===== config.mk =====
export PLATFORM = sky130hd
export DESIGN_NAME = poker_round_dealer
export DESIGN_NICKNAME = d
export VERILOG_FILES = /design/src/rtl/poker_pkg.sv /design/src/rtl/card_lfsr.sv /design/src/rtl/poker_round_dealer.sv
export SDC_FILE = /design/constraint.sdc
export NUM_CORES = 1
export LEC_CHECK = 0
export ABC_CLOCK_PERIOD_IN_PS = 7200
export CELL_PAD_IN_SITES_DETAIL_PLACEMENT = 0
export CELL_PAD_IN_SITES_GLOBAL_PLACEMENT = 1
export CORE_MARGIN = 5
export CORE_UTILIZATION = 42
export DETAILED_ROUTE_END_ITERATION = 8
export PLACE_DENSITY = 0.91
export RECOVER_POWER = 100
export SLEW_MARGIN = 15
export SYNTH_ARGS = -nofsm -noshare
export SYNTH_HDL_FRONTEND = slang
export SYNTH_SLANG_ARGS = --single-unit

===== constraint.sdc =====
create_clock -name clk -period 7.2 [get_ports clk]
set_input_delay 1.08 -clock clk [delete_from_list [all_inputs] [get_ports clk]]
set_output_delay 1.08 -clock clk [all_outputs]
set_load 0.02 [all_outputs]

===== src/rtl/poker_pkg.sv =====
// Shared constants and types for the poker round dealer.
// Contents: card geometry, deck size, LFSR seed/taps, card_t payload,
// the round FSM state enum and a card-to-deck-index helper.
package poker_pkg;

    localparam int unsigned CARD_W     = 6;
    localparam int unsigned RANK_COUNT = 13;
    localparam int unsigned DECK_SIZE  = 52;
    localparam int unsigned LFSR_W     = 16;

    localparam logic [LFSR_W-1:0] LFSR_SEED = 16'hACE1;
    // Galois right-shift feedback mask for x^16+x^14+x^13+x^11+1
    localparam logic [LFSR_W-1:0] LFSR_TAPS = 16'hB400;

    typedef struct packed {
        logic [1:0] suit;
        logic [3:0] rank;   // 0..12 = 2..A
    } card_t;

    typedef enum logic [1:0] {IDLE, DRAW, EVAL, DONE} state_t;

    // Dense 0..51 position of a legal card in the used-card bitmap
    function automatic logic [5:0] deck_index(input card_t c);
        return 6'(6'(c.suit) * 6'(RANK_COUNT) + 6'(c.rank));
    endfunction

endpackage


===== src/rtl/card_lfsr.sv =====
// 16-bit Galois LFSR supplying candidate cards to the dealer.
// Ports: clk, rst (sync active-low), load (take seed), advance (step once),
//        seed (16b, 0 substituted by LFSR_SEED), cand (low 6 bits = candidate).
module card_lfsr
    import poker_pkg::*;
(
    input  logic              clk,
    input  logic              rst,
    input  logic              load,
    input  logic              advance,
    input  logic [LFSR_W-1:0] seed,
    output logic [CARD_W-1:0] cand
);

    logic [LFSR_W-1:0] lfsr_q;

    // Load wins over advance; an all-zero seed would lock the register up
    always_ff @(posedge clk) begin
        if (!rst) begin
            lfsr_q <= LFSR_SEED;
        end else if (load) begin
            lfsr_q <= (seed == '0) ? LFSR_SEED : seed;
        end else if (advance) begin
            lfsr_q <= {1'b0, lfsr_q[LFSR_W-1:1]} ^ (lfsr_q[0] ? LFSR_TAPS : '0);
        end
    end

    assign cand = lfsr_q[CARD_W-1:0];

endmodule


===== src/rtl/poker_round_dealer.sv =====
// Runs one poker round for NUM_PLAYERS players: deals unique cards by LFSR
// rejection sampling, asks the external evaluator for each hand score and
// reports the winner.
// Ports: clk, rst (sync active-low), seed_load/seed_in, start, busy,
//        cards/cards_valid, eval_req/eval_player/eval_ack/eval_score,
//        winner_idx/tie/winner_valid.
// Build option: define POKER_BURN_CARD_EN to burn one card before the flop,
// turn and river.
module poker_round_dealer
    import poker_pkg::*;
#(
    parameter int unsigned NUM_PLAYERS = 2,
    parameter int unsigned SCORE_W     = 20
) (
    input  logic                              clk,
    input  logic                              rst,
    input  logic                              seed_load,
    input  logic [15:0]                       seed_in,
    input  logic                              start,
    output logic                              busy,
    output logic [6*(2*NUM_PLAYERS+5)-1:0]    cards,
    output logic                              cards_valid,
    output logic                              eval_req,
    output logic [2:0]                        eval_player,
    input  logic                              eval_ack,
    input  logic [SCORE_W-1:0]                eval_score,
    output logic [2:0]                        winner_idx,
    output logic                              tie,
    output logic                              winner_valid
);

    localparam int unsigned NUM_CARDS = 2 * NUM_PLAYERS + 5;
    localparam int unsigned CARDS_W   = CARD_W * NUM_CARDS;
`ifdef POKER_BURN_CARD_EN
    localparam int unsigned NUM_STEPS = NUM_CARDS + 3;
`else
    localparam int unsigned NUM_STEPS = NUM_CARDS;
`endif
    localparam logic [4:0] NP   = 5'(NUM_PLAYERS);
    localparam logic [4:0] NP2  = 5'(2 * NUM_PLAYERS);
    localparam logic [4:0] LAST = 5'(NUM_STEPS - 1);

    state_t               state, state_d;
    logic                 busy_d, cards_valid_d, eval_req_d, tie_d, winner_valid_d;
    logic [CARDS_W-1:0]   cards_d;
    logic [2:0]           eval_player_d, winner_idx_d;
    logic [DECK_SIZE-1:0] used, used_d;
    logic [4:0]           step, step_d;
    logic [SCORE_W-1:0]   best, best_d;

    logic [CARD_W-1:0]    cand_raw;
    card_t                cand;
    logic [5:0]           cand_idx;
    logic                 cand_ok;
    logic [5:0]           target;
    logic                 lfsr_load, lfsr_advance;

    assign lfsr_load    = seed_load && (state == IDLE);
    assign lfsr_advance = (state == DRAW);

    card_lfsr u_lfsr (
        .clk     (clk),
        .rst     (rst),
        .load    (lfsr_load),
        .advance (lfsr_advance),
        .seed    (seed_in),
        .cand    (cand_raw)
    );

    // Deal step -> {burn, slot}: player first cards, player second cards, then board
    function automatic logic [5:0] step_target(input logic [4:0] s);
        if (s < NP)
            return {1'b0, 5'(s << 1)};
        else if (s < NP2)
            return {1'b0, 5'(((s - NP) << 1) + 5'd1)};
`ifdef POKER_BURN_CARD_EN
        else if (s == NP2 || s == NP2 + 5'd4 || s == NP2 + 5'd6)
            return {1'b1, 5'd0};
        else if (s <= NP2 + 5'd3)
            return {1'b0, s - 5'd1};
        else if (s == NP2 + 5'd5)
            return {1'b0, s - 5'd2};
        else
            return {1'b0, s - 5'd3};
`else
        else
            return {1'b0, s};
`endif
    endfunction

    assign cand     = card_t'(cand_raw);
    assign cand_idx = deck_index(cand);
    assign cand_ok  = (cand.rank < 4'(RANK_COUNT)) && !used[cand_idx];
    assign target   = step_target(step);

    // Next-state and next-output logic
    always_comb begin
        state_d        = state;
        busy_d         = busy;
        cards_d        = cards;
        cards_valid_d  = cards_valid;
        eval_req_d     = eval_req;
        eval_player_d  = eval_player;
        winner_idx_d   = winner_idx;
        tie_d          = tie;
        winner_valid_d = winner_valid;
        used_d         = used;
        step_d         = step;
        best_d         = best;

        case (state)
            IDLE: begin
                if (start) begin
                    state_d        = DRAW;
                    busy_d         = 1'b1;
                    cards_d        = '0;
                    cards_valid_d  = 1'b0;
                    winner_valid_d = 1'b0;
                    tie_d          = 1'b0;
                    used_d         = '0;
                    step_d         = '0;
                    eval_player_d  = '0;
                end
            end
            DRAW: begin
                if (cand_ok) begin
                    used_d[cand_idx] = 1'b1;
                    if (!target[5])
                        cards_d[CARD_W*int'(target[4:0]) +: CARD_W] = cand;
                    if (step == LAST) begin
                        state_d       = EVAL;
                        cards_valid_d = 1'b1;
                    end else begin
                        step_d = step + 5'd1;
                    end
                end
            end
            EVAL: begin
                // A low eval_req here is the mandatory idle cycle before a request
                if (!eval_req) begin
                    eval_req_d = 1'b1;
                end else if (eval_ack) begin
                    eval_req_d = 1'b0;
                    if (eval_player == 3'd0 || eval_score > best) begin
                        best_d       = eval_score;
                        winner_idx_d = eval_player;
                        tie_d        = 1'b0;
                    end else if (eval_score == best) begin
                        tie_d = 1'b1;
                    end
                    if (eval_player == 3'(NUM_PLAYERS - 1)) begin
                        state_d = DONE;
                        busy_d  = 1'b0;
                    end else begin
                        eval_player_d = eval_player + 3'd1;
                    end
                end
            end
            DONE: begin
                winner_valid_d = 1'b1;
                state_d        = IDLE;
            end
            default: state_d = IDLE;
        endcase
    end

    // State and output registers
    always_ff @(posedge clk) begin
        if (!rst) begin
            state        <= IDLE;
            busy         <= 1'b0;
            cards        <= '0;
            cards_valid  <= 1'b0;
            eval_req     <= 1'b0;
            eval_player  <= '0;
            winner_idx   <= '0;
            tie          <= 1'b0;
            winner_valid <= 1'b0;
            used         <= '0;
            step         <= '0;
            best         <= '0;
        end else begin
            state        <= state_d;
            busy         <= busy_d;
            cards        <= cards_d;
            cards_valid  <= cards_valid_d;
            eval_req     <= eval_req_d;
            eval_player  <= eval_player_d;
            winner_idx   <= winner_idx_d;
            tie          <= tie_d;
            winner_valid <= winner_valid_d;
            used         <= used_d;
            step         <= step_d;
            best         <= best_d;
        end
    end

endmodule


# --- After elaboration in Yosys (flattened, before gate mapping) ---
# Cells that the tools add are included.
totals:
  register_bits: 160
  latch_bits: 0
  ram_bits: 0
  romBits: 0
  input_bits: 41
  output_inout_bits: 65
  word_cells: 120
  n_memories: 0
classes:
  n_addsub: 6
  n_mul: 2
  n_div: 0
  magnitude_cmp: 6
  eq_ne: 16
  shift: 2
  n_mux: 51
  bitwise: 2
  n_reduce_logical: 22
op_table:
  columns: ["op", "count"]
  rows:
  - ["$mux 54", 3]
  - ["$pmux 54 s2", 1]
  - ["$mux 52", 2]
  - ["$pmux 52 s2", 1]
  - ["$mux 16", 4]
  - ["$bwmux 54", 1]
  - ["$shift 6x34->54 const A", 1]
  - ["$shiftx 6x34->54", 1]
  - ["$or 52x52->52", 1]
  - ["$neg 8->34", 1]
  - ["$mux 5", 5]
  - ["$eq 20x20->1", 1]
  - ["$gt 20x20->1", 1]
  - ["$logic_not 16->1", 1]
  - ["$ne 2x2->1 const B", 8]
  - ["$reduce_and 4->1", 4]
  - ["$xor 15x16->16", 1]
  - ["$mux 1", 15]
  - ["$reduce_and 5->1", 3]
  - ["$mux 2", 6]
  - ["$mux 3", 4]
  - ["$add 5x1->5 const B", 2]
  - ["$pmux 5 s2", 1]
  - ["$pmux 1 s2", 4]
  - ["other kinds (29)", 35]

# --- Logic depth before layout (Yosys ltp) ---
depth:
  word_depth: 11
  ltp_mapped: 23
  mapped_depth_nobuf: 20

# --- Cells and area by module ---
# Synthesis repeated with hierarchy kept, for this count alone.
hier_totals:
  cells_unflattened: 1106
  area_unflattened_um2: 9354.0
modules_own_cells:
  columns: ["module", "n_inst", "cells_each", "area_each_um2", "seq_area_each_um2"]
  rows:
  - ["poker_round_dealer", 1, 1005, 8424.3, 2882.8]
  - ["card_lfsr", 1, 101, 929.6, 320.3]

# --- Least setup slack after synthesis ---
# No wires, ideal clock.
synth_timing:
  path_kind: "reg-to-reg"
  from: "register step[3]"
  to: "register cards[26]"
  setup_ns: 0.121
  arrival_time_ns: 4.969
  required_time_ns: 7.079
  slack_ns: 2.110
  stages_incl_launch_ff: 23
  path_buffers: 4
  period_less_slack_ns: 5.090
  cell_sequence: "dfxtp_1 inv_1 ha_1 nand2b_1 a22o_1 clkbuf_1 inv_1 clkbuf_1 ha_1 fa_1 a21o_1 a21o_1 and3_1 or2_1 clkbuf_1 or3_1 ha_1 clkbuf_1 nor2b_1 o21ai_1 a21oi_1 nand4b_1 mux2i_1"
synth_via:
  elab_chain_cells: 11
  word_cells_on_any_way: 14
  cone_classes: "3 x add/sub; 1 x mul; 2 x order compare; 2 x shift; 6 x mux"
synth_rtl:
  columns: ["element", "line", "rtl"]
  rows:
  - ["start: declaration", "poker_round_dealer.sv:48", "logic [4:0] step, step_d;"]
  - ["start signal: assignment", "poker_round_dealer.sv:193", "step <= step_d;"]
  - ["$sub 4x2->4", "poker_round_dealer.sv:75", "return {1'b0, 5'(((s - NP) << 1) + 5'd1)};"]
  - ["$add 5x1->5", "poker_round_dealer.sv:75", null]
  - ["$mux 5", "poker_round_dealer.sv:74", "else if (s < NP2)"]
  - ["$mux 5 *", "poker_round_dealer.sv:72", "if (s < NP)"]
  - ["$mul 2x5->7 *", "poker_round_dealer.sv:129", "cards_d[CARD_W*int'(target[4:0]) +: CARD_W] = cand;"]
  - ["$neg 8->34 *", "poker_round_dealer.sv:129", null]
  - ["$shiftx 6x34->54 / $shift 6x34->54 (equally long branches)", "poker_round_dealer.sv:129", null]
  - ["$bwmux 54 *", "poker_round_dealer.sv:129", null]
  - ["$mux 54 *", "poker_round_dealer.sv:128", "if (!target[5])"]
  - ["$mux 54 *", "poker_round_dealer.sv:126", "if (cand_ok) begin"]
  - ["$pmux 54 s2 *", "poker_round_dealer.sv:111", "case (state)"]
  - ["end signal: assignment", "poker_round_dealer.sv:185", "cards <= cards_d;"]
  - ["end: declaration", "poker_round_dealer.sv:21", "output logic [6*(2*NUM_PLAYERS+5)-1:0] cards,"]
# Every way passes the cells marked *; elsewhere a longest branch is shown, timed or not. The select of a mux whose other input is x is not followed.
# A chain may end at the register's enable or synchronous reset.

# --- Final worst setup path ---
layout_timing:
  from: "register u_lfsr.lfsr_q[4]"
  to: "register cards[46]"
layout_via:
  elab_chain_cells: 8
  word_cells_on_any_way: 13
  cone_classes: "1 x add/sub; 1 x mul; 1 x eq/ne; 1 x shift; 6 x mux; 3 x reduce/logical"
layout_rtl:
  columns: ["element", "line", "rtl"]
  rows:
  - ["start: declaration", "card_lfsr.sv:15", "logic [LFSR_W-1:0] lfsr_q;"]
  - ["start signal: assignment", "card_lfsr.sv:22", "lfsr_q <= (seed == '0) ? LFSR_SEED : seed;"]
  - ["start signal: assignment", "card_lfsr.sv:24", "lfsr_q <= {1'b0, lfsr_q[LFSR_W-1:1]} ^ (lfsr_q[0] ? LFSR_TAPS : '0);"]
  - ["$mul 2x4->6", "poker_pkg.sv:24", "return 6'(6'(c.suit) * 6'(RANK_COUNT) + 6'(c.rank));"]
  - ["$add 6x4->6", "poker_pkg.sv:24", null]
  - ["$bmux 1 s6", "poker_round_dealer.sv:93", "assign cand_ok = (cand.rank < 4'(RANK_COUNT)) && !used[cand_idx];"]
  - ["$mux 1 (implied by the code)", "poker_round_dealer.sv:93", null]
  - ["$logic_not 1->1", "poker_round_dealer.sv:93", null]
  - ["$logic_and 1x1->1", "poker_round_dealer.sv:93", null]
  - ["$ne 2x2->1 (no line)", null, null]
  - ["$reduce_and 4->1 (no line)", null, null]
# Several ways; a longest one is shown, not always the timed one. The select of a mux whose other input is x is not followed.

==> summary.md <==
| Metric | Value |
|---|---|
| I/O Buffers | `105` |
| Ys async rst share | `0%` |
| # DRC | `0` |
| Clock-pin slew on the worst setup and hold paths | `70 ps` |
| Num ports | `approximately 110` |
| #FFs+latches synth | `160` |
| Reg-to-reg slack, setup | `around 640 ps` |
| Slowest CP cell | `o41ai_1` |
| Die Y | `around 160 um` |
| Status | `finished, violations left` |
| CTS resizes | `0` |
| Placer congestion estimate | `0.970` |
| Worst slew margin | `-126%` |
| CTS root buf | `clkbuf_16` |
| H-tree Lvls | `4` |
| CP arrival | `6910 ps` |
| Crit path max-delay family | `compound AO/OA/AOI/OAI gates` |
| Clock skew | `between 10 and 15 ps` |
| CP Data Required Time | `7550 ps` |
| Synth unique cells | `slightly above 70` |
| First-pass GRT wire length | `around 40,000 um` |
| Critical Path Sink Type | `register` |
| Clk sinks | `between 150 and 200` |
| CTS Hold Buffers Added | `0` |
| Hold Fails Final Rpt | `0` |
| Vias | `around 8,200` |
| CTS Buffer Depth | `2` |
| Register area share after synthesis | `35.4%` |
| Syn Area/Cell | `8.08 sq um` |
| Core Region | `~21,000 sq um` |
| Crit path max fanout | `25` |
| Iter 0 DRT Violations | `696` |
| Wire length per cell | `16.5 um` |
| Setup TNS | `0 ps` |
| Kind of critical path | `reg2reg` |
| Highest clock rate | `152 MHz` |
| Latest clock arrival within the worst-skew pair | `440 ps` |
| LEAKAGE | `4.43 nW` |
| Pwr dens | `340 nW/um^2` |
| CTS Buf Count | `17` |
| Final setup margin | `between 600 and 700 ps` |
| Crit start category | `register` |
| Total wire length | `between 20,000 and 25,000 um` |
| CTS tree | `built` |
| Drt via density | `5.57` |
| RSZ-0062 raised after global routing | `false` |
| Buf/Inv on CP | `3` |
| Grt ovf | `0` |
| Largest net degree at the start of global routing | `82` |
| Most frequent cells in the layout | `179 x nand2_1, 160 x dfxtp_1, 91 x nor2_1` |
| Measured slew at the worst slew-check pin | `3390 ps` |
| Maximum VDD drop | `roughly 240 uV` |
| Max Slew Vio Count | `129` |
| Syn Inst Count | `roughly 1,100` |
| CP Cell Sequence | `ha_1 > ha_1 > inv_1 > fa_1 > clkbuf_1 > mux2i_1 > nor3_1 > o31ai_1 > a32oi_1 > o41ai_1 > buf_4 > nor3b_2 > and3_1 > mux2i_1` |
| Synth Warn # | `0` |
| Failing checks | `max-capacitance violations, max-slew violations` |
| Dpl ws | `804 ps` |
| CP peak stage delay | `1160 ps` |
| Chip Width | `approximately 160 um` |
| Final setup fails | `0` |
| Area Growth Syn to Fin | `19.3%` |
| Share of post-route cells with drive strength above 1 | `5.19%` |
| Synth Net Count | `1,210` |
| Number of enable flip-flop cells after synthesis | `0` |
| Initial antenna violation count | `0` |
| Mapped cell area | `9040 sq um` |
| Initial core utilization | `42.9%` |
| DP HPWL | `between 15,000 and 20,000 um` |
| Number of placement rows | `53` |
| Nets | `~1,300` |
| Most common library cell in the layout ignoring fill and taps | `nand2_1` |
| Vias in the first global route | `7,949` |
| Hold WC Path Type | `reg2reg` |
| Min cycle time layout | `approximately 6600 ps` |
| Antenna Nets Post-Route | `0` |
| Post-CTS Setup Repair Bufs | `0` |
| Tot GR Track Use | `between 10% and 20%` |
| Die area | `roughly 25,000 sq um` |
| Synth Flop Type | `dfxtp_1` |
| Max-cap violations | `2` |
| First-pass detailed-route iteration total | `5` |
| Ant. Diodes | `0` |
| Period utilization | `91.1%` |
## final cells by class
class	count	area, sq um
inverter	42	158
sequential	160	3200
clock buffer	20	447
fill	2018	10300
tap	275	344
timing repair buffer	114	1100
multi-input combinational	846	5380
clock inverter	12	149
## power by group
group	switching, mW	total, mW	leakage (nW)	internal, mW
sequential	0.0731	1.02	1.29	0.951
combinational	1.15	1.72	2.85	0.562
clock	0.391	0.921	0.294	0.530
## worst register-to-register path, delay by kind of cell (launching register included)
family / cells / cell delay, ps
AOI/OAI and AO/OA: 3 / 1670
adders and majority gates: 3 / 1510
buffers and inverters: 3 / 1140
DFF: 1 / 660
muxes: 2 / 490
and+or+nand+nor: 3 / 1010
## cells by family (layout without fill, tap and decap cells)
group	Yosys count	in the layout	synth area share (%)
buffers and inverters	113	188	5.00
XOR/XNOR	17	17	1.65
adder cells (fa/ha/maj)	50	50	7.17
flip-flops	160	160	35.4
AND/OR/NAND/NOR	452	452	23.6
multiplexers	88	88	10.3
AO/OA/AOI/OAI	239	239	16.8
## stage by stage
step	utilization, %	total power, mW	instances	hold slack [ps]	area, sq um
floorplan	-	2.35	1119	429	9040
global placement	48.5	2.75	1437	439	10200
detailed placement	48.5	2.76	1437	452	10200
CTS	51.3	3.69	1469	461	10800
global route	51.1	3.88	1469	473	10800
finish	51.1	3.66	1469	455	10800
## layer usage
metal	part of all wire, %	GRT usage, %	vias up
li1	-	-	4069
met1	45	25.5	3827
met2	48	33.2	233
met3	4.9	3.87	57
met4	2.4	6.32	0
met5	0	0	-
## flip-flops by register name, indices dropped and copies added, names as in the netlist
| signal | count |
|---|---|
| tie | 1 |
| u_lfsr.lfsr_q | 16 |
| cards_valid | 1 |
| busy | 1 |
| eval_req | 1 |
| winner_valid | 1 |
| winner_idx | 3 |
| eval_player | 3 |
| cards | 54 |
| step | 5 |
| used | 52 |
| best | 20 |
| state | 2 |
## worst paths after layout
path	from	endpoint	cells after the start
max	u_lfsr.lfsr_q[4]	cards[46]	14
min	best[2]	best[2]	2
max reg2reg	u_lfsr.lfsr_q[4]	cards[46]	14
min reg2reg	best[2]	best[2]	2
## cell usage after synthesis, types with 14 or more instances
master | number | area [sq um]
nor3_1 | 18 | 90.1
o21ai_0 | 47 | 235
a21oi_1 | 73 | 365
dfxtp_1 | 160 | 3200
o21a_1 | 15 | 113
nand4_1 | 14 | 87.6
ha_1 | 47 | 588
mux2i_1 | 76 | 761
clkbuf_1 | 49 | 184
nand2_1 | 179 | 672
nor2b_1 | 16 | 100
nand3_1 | 62 | 310
inv_1 | 42 | 158
nor2_1 | 91 | 342
xnor2_1 | 15 | 131
o22ai_1 | 24 | 150
(Power assumes the default switching activity.)
